$ cat src/rtl/tod_pkg.sv
// Shared types and limits for the time-of-day counter: field widths, field
// maxima, the packed time struct and the load range check.
package tod_pkg;

  localparam int unsigned HOUR_W = 5;
  localparam int unsigned MS_W   = 6;

  localparam logic [MS_W-1:0] SEC_MAX = 6'd59;
  localparam logic [MS_W-1:0] MIN_MAX = 6'd59;

  typedef struct packed {
    logic [HOUR_W-1:0] hour;
    logic [MS_W-1:0]   minute;
    logic [MS_W-1:0]   second;
  } tod_time_t;

  function automatic logic in_range(input tod_time_t t, input int unsigned hours_per_day);
    return (32'(t.hour) < hours_per_day) && (t.minute <= MIN_MAX) && (t.second <= SEC_MAX);
  endfunction

endpackage

$ cat src/rtl/tod_bin2bcd2.sv
// Combinational two-digit converter: 6-bit binary (0..59 in normal use) to
// {tens,ones} BCD for the seven-segment decoders.
module bin2bcd2 (
  input  logic [5:0] bin,
  output logic [7:0] bcd
);

  logic [2:0] tens;
  logic [3:0] ones;

  always_comb begin
    tens = 3'd0;
    if      (bin >= 6'd60) tens = 3'd6;
    else if (bin >= 6'd50) tens = 3'd5;
    else if (bin >= 6'd40) tens = 3'd4;
    else if (bin >= 6'd30) tens = 3'd3;
    else if (bin >= 6'd20) tens = 3'd2;
    else if (bin >= 6'd10) tens = 3'd1;
    ones = 4'(bin - (6'(tens) * 6'd10));
    bcd  = {1'b0, tens, ones};
  end

endmodule

$ cat src/rtl/tod_counter.sv
// Time-of-day counter: prescaled seconds tick, run/stop, validated loading,
// sticky alarm and 12h/24h display conversion to BCD.
module tod_counter
  import tod_pkg::*;
#(
  parameter int unsigned TICK_DIV      = 100000000,
  parameter int unsigned HOURS_PER_DAY = 24
) (
  input  logic              clk,
  input  logic              reset,
  input  logic              run,
  input  logic              set_valid,
  input  logic [HOUR_W-1:0] set_h,
  input  logic [MS_W-1:0]   set_m,
  input  logic [MS_W-1:0]   set_s,
  output logic              set_err,
  input  logic              alarm_en,
  input  logic [HOUR_W-1:0] alarm_h,
  input  logic [MS_W-1:0]   alarm_m,
  input  logic [MS_W-1:0]   alarm_s,
  input  logic              alarm_ack,
  output logic              alarm_hit,
  output logic              alarm_flag,
  input  logic              mode_12h,
  output logic              tick,
  output logic              day_wrap,
  output logic [HOUR_W-1:0] hour,
  output logic [MS_W-1:0]   minute,
  output logic [MS_W-1:0]   second,
  output logic [7:0]        hr_bcd,
  output logic [7:0]        min_bcd,
  output logic [7:0]        sec_bcd,
  output logic              pm
);

  localparam int unsigned       PW        = (TICK_DIV > 1) ? $clog2(TICK_DIV) : 1;
  localparam logic [PW-1:0]     PRESC_MAX = PW'(TICK_DIV - 1);
  localparam logic [HOUR_W-1:0] HOUR_MAX  = HOUR_W'(HOURS_PER_DAY - 1);

  logic [PW-1:0] presc_q, presc_d;
  tod_time_t     time_q, time_d;
  logic          tick_q, tick_d;
  logic          day_wrap_q, day_wrap_d;
  logic          set_err_q, set_err_d;
  logic          alarm_hit_q, alarm_hit_d;
  logic          alarm_flag_q, alarm_flag_d;

  tod_time_t set_t, alarm_t, inc_t;
  logic      inc_wrap;
  logic      terminal;

  // Next time-of-day one second ahead, with the day wrap carry.
  always_comb begin
    inc_t    = time_q;
    inc_wrap = 1'b0;
    if (time_q.second == SEC_MAX) begin
      inc_t.second = '0;
      if (time_q.minute == MIN_MAX) begin
        inc_t.minute = '0;
        if (time_q.hour == HOUR_MAX) begin
          inc_t.hour = '0;
          inc_wrap   = 1'b1;
        end else begin
          inc_t.hour = time_q.hour + 1'b1;
        end
      end else begin
        inc_t.minute = time_q.minute + 1'b1;
      end
    end else begin
      inc_t.second = time_q.second + 1'b1;
    end
  end

  always_comb begin
    set_t    = '{hour: set_h, minute: set_m, second: set_s};
    alarm_t  = '{hour: alarm_h, minute: alarm_m, second: alarm_s};
    terminal = run && (presc_q == PRESC_MAX);

    presc_d     = presc_q;
    time_d      = time_q;
    tick_d      = 1'b0;
    day_wrap_d  = 1'b0;
    set_err_d   = 1'b0;
    alarm_hit_d = 1'b0;

    // Any load request owns the cycle: a rejected one freezes time and phase,
    // an accepted one restarts the second from a clean prescaler phase.
    if (set_valid) begin
      if (in_range(set_t, HOURS_PER_DAY)) begin
        time_d  = set_t;
        presc_d = '0;
      end else begin
        set_err_d = 1'b1;
      end
    end else if (run) begin
      if (terminal) begin
        presc_d    = '0;
        time_d     = inc_t;
        tick_d     = 1'b1;
        day_wrap_d = inc_wrap;
        // inc_t is always in range, so an out-of-range alarm can never match.
        alarm_hit_d = alarm_en && (inc_t == alarm_t);
      end else begin
        presc_d = presc_q + PW'(1);
      end
    end

    if (alarm_hit_d)    alarm_flag_d = 1'b1;
    else if (alarm_ack) alarm_flag_d = 1'b0;
    else                alarm_flag_d = alarm_flag_q;
  end

  always_ff @(posedge clk) begin
    if (reset) begin
      presc_q      <= '0;
      time_q       <= '0;
      tick_q       <= 1'b0;
      day_wrap_q   <= 1'b0;
      set_err_q    <= 1'b0;
      alarm_hit_q  <= 1'b0;
      alarm_flag_q <= 1'b0;
    end else begin
      presc_q      <= presc_d;
      time_q       <= time_d;
      tick_q       <= tick_d;
      day_wrap_q   <= day_wrap_d;
      set_err_q    <= set_err_d;
      alarm_hit_q  <= alarm_hit_d;
      alarm_flag_q <= alarm_flag_d;
    end
  end

  assign tick       = tick_q;
  assign day_wrap   = day_wrap_q;
  assign set_err    = set_err_q;
  assign alarm_hit  = alarm_hit_q;
  assign alarm_flag = alarm_flag_q;
  assign hour       = time_q.hour;
  assign minute     = time_q.minute;
  assign second     = time_q.second;

  logic [MS_W-1:0] hr_disp;

  always_comb begin
    hr_disp = MS_W'(time_q.hour);
    pm      = 1'b0;
    if (mode_12h) begin
      pm = (time_q.hour >= 5'd12);
      if (time_q.hour == '0)        hr_disp = 6'd12;
      else if (time_q.hour > 5'd12) hr_disp = MS_W'(time_q.hour - 5'd12);
    end
  end

  bin2bcd2 u_hr_bcd  (.bin(hr_disp),       .bcd(hr_bcd));
  bin2bcd2 u_min_bcd (.bin(time_q.minute), .bcd(min_bcd));
  bin2bcd2 u_sec_bcd (.bin(time_q.second), .bcd(sec_bcd));

endmodule

$ cat config.mk
export PLATFORM = sky130hd
export DESIGN_NAME = tod_counter
export DESIGN_NICKNAME = d
export VERILOG_FILES = /design/src/rtl/tod_pkg.sv /design/src/rtl/tod_bin2bcd2.sv /design/src/rtl/tod_counter.sv
export SDC_FILE = /design/constraint.sdc
export NUM_CORES = 1
export LEC_CHECK = 0
export BUFFER_PORTS_ARGS = -buffer_cell sky130_fd_sc_hd__clkbuf_2
export CAP_MARGIN = 20
export CORE_MARGIN = 3
export CORE_UTILIZATION = 29
export DETAILED_ROUTE_END_ITERATION = 10
export GPL_ROUTABILITY_DRIVEN = 0
export PLACE_DENSITY = 0.56
export SYNTH_ARGS = -nofsm -noshare
export SYNTH_HDL_FRONTEND = slang
export SYNTH_SLANG_ARGS = --single-unit
$ cat constraint.sdc
create_clock -name clk -period 5.4 [get_ports clk]
set_input_delay 0.54 -clock clk [delete_from_list [all_inputs] [get_ports clk]]
set_output_delay 0.54 -clock clk [all_outputs]
set_load 0.1 [all_outputs]
## After elaboration in Yosys (flattened, before gate mapping)

Index checks and enable logic that the tools add are counted.
W data, S select, Z words.

- Input bits: 41
- Flip-flop bits (word level): 49
- Output and inout bits: 47
- Logic and storage cells: 110

- Multipliers: 3
- Equal/unequal tests: 6
- Order comparisons: 23
- Add/subtract/negate cells: 8
- Multiplexer cells: 43
- Reduce and logical (&&, ||, !) cells: 13
- Bitwise gates (word level): 5

Operators with widths:

| operator | count |
|---|---|
| $mux W27 | 4 |
| $mux W17 | 4 |
| $ge A6 B6 Y1 const B | 9 |
| $mux W3 | 15 |
| $ge A6 B5 Y1 const B | 6 |
| $mux W6 | 5 |
| $add A27 B1 Y27 const B | 1 |
| $eq A27 B27 Y1 const B | 1 |
| $ge A6 B4 Y1 const B | 3 |
| $eq A17 B17 Y1 | 1 |
| $add A6 B1 Y6 const B | 2 |
| $eq A6 B6 Y1 const B | 2 |
| $le A6 B6 Y1 const B | 2 |
| $mux W1 | 12 |
| $sub A4 B4 Y4 | 3 |
| $mux W11 | 1 |
| $mux W5 | 2 |
| $mul A3 B3 Y3 const B | 3 |
| $reduce_bool A2 Y1 | 3 |
| $reduce_or A6 Y1 | 1 |
| $sub A5 B4 Y6 const B | 1 |
| $add A5 B1 Y5 const B | 1 |
| $eq A5 B5 Y1 const B | 1 |
| $ge A5 B4 Y1 const B | 1 |
| 10 further kinds | 17 |

## Depth between registers and ports, before layout

- Word-level depth: 13
- Gate-level depth with buffers: 14
- Depth with buffers taken out: 14

## By module

Synthesis repeated with hierarchy kept, for this count alone.

- Cell total of the unflattened synthesis: 494
- Area total of the unflattened synthesis: 3976.3 um^2

By module, submodules not included:

| module | cells each | sequential area each (um^2) | area an instance (um^2) | instances |
|---|---|---|---|---|
| tod_counter | 404 | 980.9 | 3311.9 | 1 |
| bin2bcd2 | 30 | 0.0 | 221.5 | 3 |

## Worst setup path after synthesis

Ideal clock, no wire load.

- Path type: reg2out
- Start point: register time_q (netlist bit hour[0])
- End point: output port hr_bcd[3]
- Data required time: 4.860 ns
- Path buffers: 1
- Path slack: -1.939 ns
- Data arrival time: 6.799 ns
- Stages on the path, launching flop included: 13
- Path through: dfxtp_1 > inv_1 > ha_1 > nor2b_1 > nor2_1 > mux2i_1 > and2_0 > clkbuf_1 > o31ai_1 > ha_1 > inv_1 > ha_1 > o22ai_1

- Longest elaborated chain between the ends: 13
- Elaborated cells between the ends (all ways): 20
- Classes of those cells: add/sub: 2; mul: 1; order compare: 7; mux: 9; reduce/logical: 1

RTL lines:

| what | RTL line | RTL |
|---|---|---|
| start: declaration | tod_counter.sv:41 | `tod_time_t time_q, time_d;` |
| start signal: assignment | tod_counter.sv:124 | `time_q <= time_d;` |
| $sub A5 B4 Y6 / $gt A5 B4 Y1 (equally long branches) | tod_counter.sv:150 | `else if (time_q.hour > 5'd12) hr_disp = MS_W'(time_q.hour - 5'd12);` |
| $mux W6 | tod_counter.sv:150 |  |
| $mux W6 | tod_counter.sv:149 | `if (time_q.hour == '0) hr_disp = 6'd12;` |
| $mux W6 * | tod_counter.sv:147 | `if (mode_12h) begin` |
| $ge A6 B4 Y1 | tod_bin2bcd2.sv:18 | `else if (bin >= 6'd10) tens = 3'd1;` |
| $mux W1 | tod_bin2bcd2.sv:18 |  |
| $mux W3 | tod_bin2bcd2.sv:17 | `else if (bin >= 6'd20) tens = 3'd2;` |
| $mux W3 | tod_bin2bcd2.sv:16 | `else if (bin >= 6'd30) tens = 3'd3;` |
| $mux W3 | tod_bin2bcd2.sv:15 | `else if (bin >= 6'd40) tens = 3'd4;` |
| $mux W3 | tod_bin2bcd2.sv:14 | `else if (bin >= 6'd50) tens = 3'd5;` |
| $mux W3 * | tod_bin2bcd2.sv:13 | `if (bin >= 6'd60) tens = 3'd6;` |
| via hr_bcd[4] | tod_counter.sv:30 | `output logic [7:0] hr_bcd,` |
| $mul A3 B3 Y3 * | tod_bin2bcd2.sv:19 | `ones = 4'(bin - (6'(tens) * 6'd10));` |
| $sub A4 B4 Y4 * | tod_bin2bcd2.sv:19 |  |
| end: declaration | tod_counter.sv:30 |  |

Mark *: on every way through the listed nets, which the timed path passes. The rest lies on a longest branch.

## Worst setup path in the final report

- Start point: register time_q (netlist bit hour[0])
- End point: output port hr_bcd[3]

- Longest elaborated chain between the ends: 13
- Elaborated cells between the ends (all ways): 20
- Classes of those cells: add/sub: 2; mul: 1; order compare: 7; mux: 9; reduce/logical: 1

RTL lines:

| what | RTL line |
|---|---|
| $sub A5 B4 Y6 / $gt A5 B4 Y1 (equally long branches) | tod_counter.sv:150 |
| $mux W6 | tod_counter.sv:150 |
| $mux W6 | tod_counter.sv:149 |
| $mux W6 * | tod_counter.sv:147 |
| $ge A6 B4 Y1 | tod_bin2bcd2.sv:18 |
| $mux W1 | tod_bin2bcd2.sv:18 |
| $mux W3 | tod_bin2bcd2.sv:17 |
| $mux W3 | tod_bin2bcd2.sv:16 |
| $mux W3 | tod_bin2bcd2.sv:15 |
| $mux W3 | tod_bin2bcd2.sv:14 |
| $mux W3 | tod_bin2bcd2.sv:13 |
| $mul A3 B3 Y3 | tod_bin2bcd2.sv:19 |
| $sub A4 B4 Y4 * | tod_bin2bcd2.sv:19 |

Mark *: on every way between the ends. The rest lies on a longest branch, timed or not.

==> flow_summary.yaml <==
floorplanning:
  initial_core_util_pct: 30.2
  dieArea_sq_um: 14900
  placeableCoreArea_sq_um: 12900
  die_x_um: 122
  pin_count: 88
  num_rows: 41
  die_y_um: 122
critical_path:
  r2r_end: "alarm_flag"
  critPathRequiredTime_ns: 4.86
  cp-end-kind: "output pin"
  critPathArrivalTime_ns: 3.65
  worstReg2RegStart: "second[3]"
  critPathCapture: "hr_bcd[3]"
  crit_path_start_kind: "flip-flop"
  path_class: "reg -> out"
  crit_fanout: 9
  crit_path_start: "hour[0]"
  reg2regPathDepth: 7
  r2r_setup_slack_ns: 2.28
yosys:
  synth-edff-count: 0
  ys.flop_type: "dfxtp_1"
  ys_seq_elements: 49
  ys_warn_count: 0
  synth.area.top_cells: "dfxtp_1 25%, nor2_1 6.2%, xor2_1 5.4%, ha_1 4.5%, xnor2_1 4.3%"
  synth_area_sq_um: 3890
  synth_top_area_share_pct: 25.2
  avgSynthCellArea_sq_um: 7.50
  synthArstFlopShare_pct: 0
  synthDistinctLibCells: 68
  synthCells: 519
  yosys.area.top_type: "dfxtp_1"
  synth_seq_area_share_pct: 25.2
clocking:
  ctsHoldBuffers: 0
  numCtsBuffers: 5
  cts.path.max_buffers: 2
  cts.repair.resized: 0
  insertion_delay_ns: 0.29
  cts_setup_buffers: 0
  cts-htree-levels: 2
  tritoncts: "built"
  clock-sinks: 49
  cts-root-buf: "clkbuf_16"
  clk_pin_slew_ns: 0.07
grt:
  grt_pass1_wl_mm: 18.3
  track_usage_pct: 15.1
  antenna_found_initial: 0
  first_global_vias: 3656
  grt_max_degree: 41
  overflow: 0
layout:
  diodes: 0
  fin_nets: 636
  finalCoreUtilization_pct: 35.7
  seqCellArea_sq_um: 981
  mostFrequentLayoutCell: "clkbuf_2"
  area_delta_synth_final_pct: 18.0
  n_fill_cell: 1359
  drive_above_1_share_pct: 19.0
  multiInputGateArea_sq_um: 2710
  layout_common_cells: "84 x clkbuf_2, 64 x nor2_1, 49 x dfxtp_1, 41 x nand2_1, 27 x inv_1"
pwr:
  clkPwrFrac_pct: 31.3
  p_sw_share_pct: 41.9
  p_per_area_nw_per_um2: 255
  p_leak_nw: 1.79
  power_frac_comb_pct: 35.3
  seq_power_share_pct: 33.4
  internal-power_mw: 0.680
  power.switching_mw: 0.491
  ir_worst_vdd_mv: 0.125
detailed_routing:
  first_pass_iters: 5
  ant_nets: 0
  first_iter_violations: 322
  wirelength_mm: 11.4
  vias: 3945
  viasPerCell: 5.25
  wire_per_inst_um: 15.1
  drc: 0
sta:
  slew_headroom_pct: 34.8
  finalCriticalPeriod_ns: 4.19
  fmax_mhz: 238
  rsz0062_at_grt: "false"
  fin_tns_setup_ns: 0
  finalSetupViolations: 0
  finalCritPeriodShare_pct: 77.6
  drv_slew: 0
  finalClockSkew_ns: 0.00523
  worst_pin_slew_ns: 0.977
  report.final.hold_viol_count: 0
hold_path:
  hold_class: "reg -> reg"
  hold_depth: 1
run:
  cap_viol_max_count: 0
place:
  io_buffers: 84
  hpwl_mm: 8.56
run_status:
  status: "completed"
cells in the mapped netlist (all sizes together), types with 4 or more instances:
cell and number:
a31oi 7, nor4 7, a21oi 25, xor2 24, nand4 15, a22oi 4, clkbuf 18, dfxtp 49
mux2i 11, nor2b 11, nor2 64, o21ai 28, nand2 42, mux2 5, o211ai 7, nand2b 8
buf 16, o31ai 4, inv 27, xnor2 19, and2 6, ha 14, and3 10, nor3 13
or3 7, nand3 23
logic make-up after synthesis:
kind of cell / after synthesis / synth area share (%)
simple gates: 224 / 30.2
compound gates: 108 / 17.9
buf+inv: 61 / 6.84
flops: 49 / 25.2
xor+xnor: 43 / 9.67
fa+ha+maj: 17 / 5.78
mux: 16 / 4.27
other cells: 1 / 0.0963
routing by layer:
metal / up-vias / track usage (%) / share of wire [%]
met3: 12 / 3.30 / 7.1
met2: 130 / 25.2 / 47
met4: 0 / 2.94 / 0.84
met5: - / 0 / 0
met1: 1849 / 20.3 / 45
li1: 1954 / - / -
how the worst min path moves through the flow:
stage / from / endpoint / slack, ns
5_1_grt: alarm_flag / alarm_flag / 0.50
4_1_cts: alarm_flag / alarm_flag / 0.47
3_3_place_gp: alarm_flag / alarm_flag / 0.44
2_1_floorplan: presc_q[26] / presc_q[26] / 0.48
3_5_place_dp: alarm_flag / alarm_flag / 0.45
6_report: alarm_flag / alarm_flag / 0.46
worst max-delay path, cell delays in order (launching register included):
cell and delay, ns:
dfxtp_1 0.51, inv_1 0.15, ha_1 0.24, nor2b_1 0.17
nor2_1 0.22, mux2i_1 0.26, and2_0 0.41, o21ai_0 0.24
o31ai_4 0.12, ha_1 0.17, inv_1 0.04, ha_1 0.19
o22ai_2 0.16, clkbuf_2 0.47
stage by stage:
stage	total power, mW	worst slack, ns	hold slack, ns	cell area (sq um)	instances
final	1.17	1.21	0.465	4600	751
after global routing	1.22	0.928	0.502	4600	751
after CTS	1.18	1.22	0.469	4600	751
after detailed placement	0.813	1.55	0.453	4430	744
after global placement	0.810	1.70	0.436	4430	744
after floorplan	0.746	0.0820	0.477	3950	521
sequential cells by signal (all words and copies together), names as in the netlist:
signal / flops
tick: 1
minute: 6
second: 6
hour: 5
alarm_flag: 1
alarm_hit: 1
presc_q: 27
set_err: 1
day_wrap: 1
power by group through the flow:
stage               clock, mW  sequential [mW]  combinational (mW)
global placement            0            0.399               0.410
detailed placement          0            0.400               0.413
global route            0.390            0.394               0.439
floorplan                   0            0.437               0.309
CTS                     0.374            0.392               0.414
finish                  0.366            0.392               0.413
cell type report:
class	count	share of cell area [%]
multi-input cells	411	58.9
repair buffers	85	9.31
clock buffers	5	2.72
inverters	27	2.21
flip-flops and latches	49	21.3
clock inverters	2	0.844
well taps	172	4.68
Power figures use the tool's default switching activity.
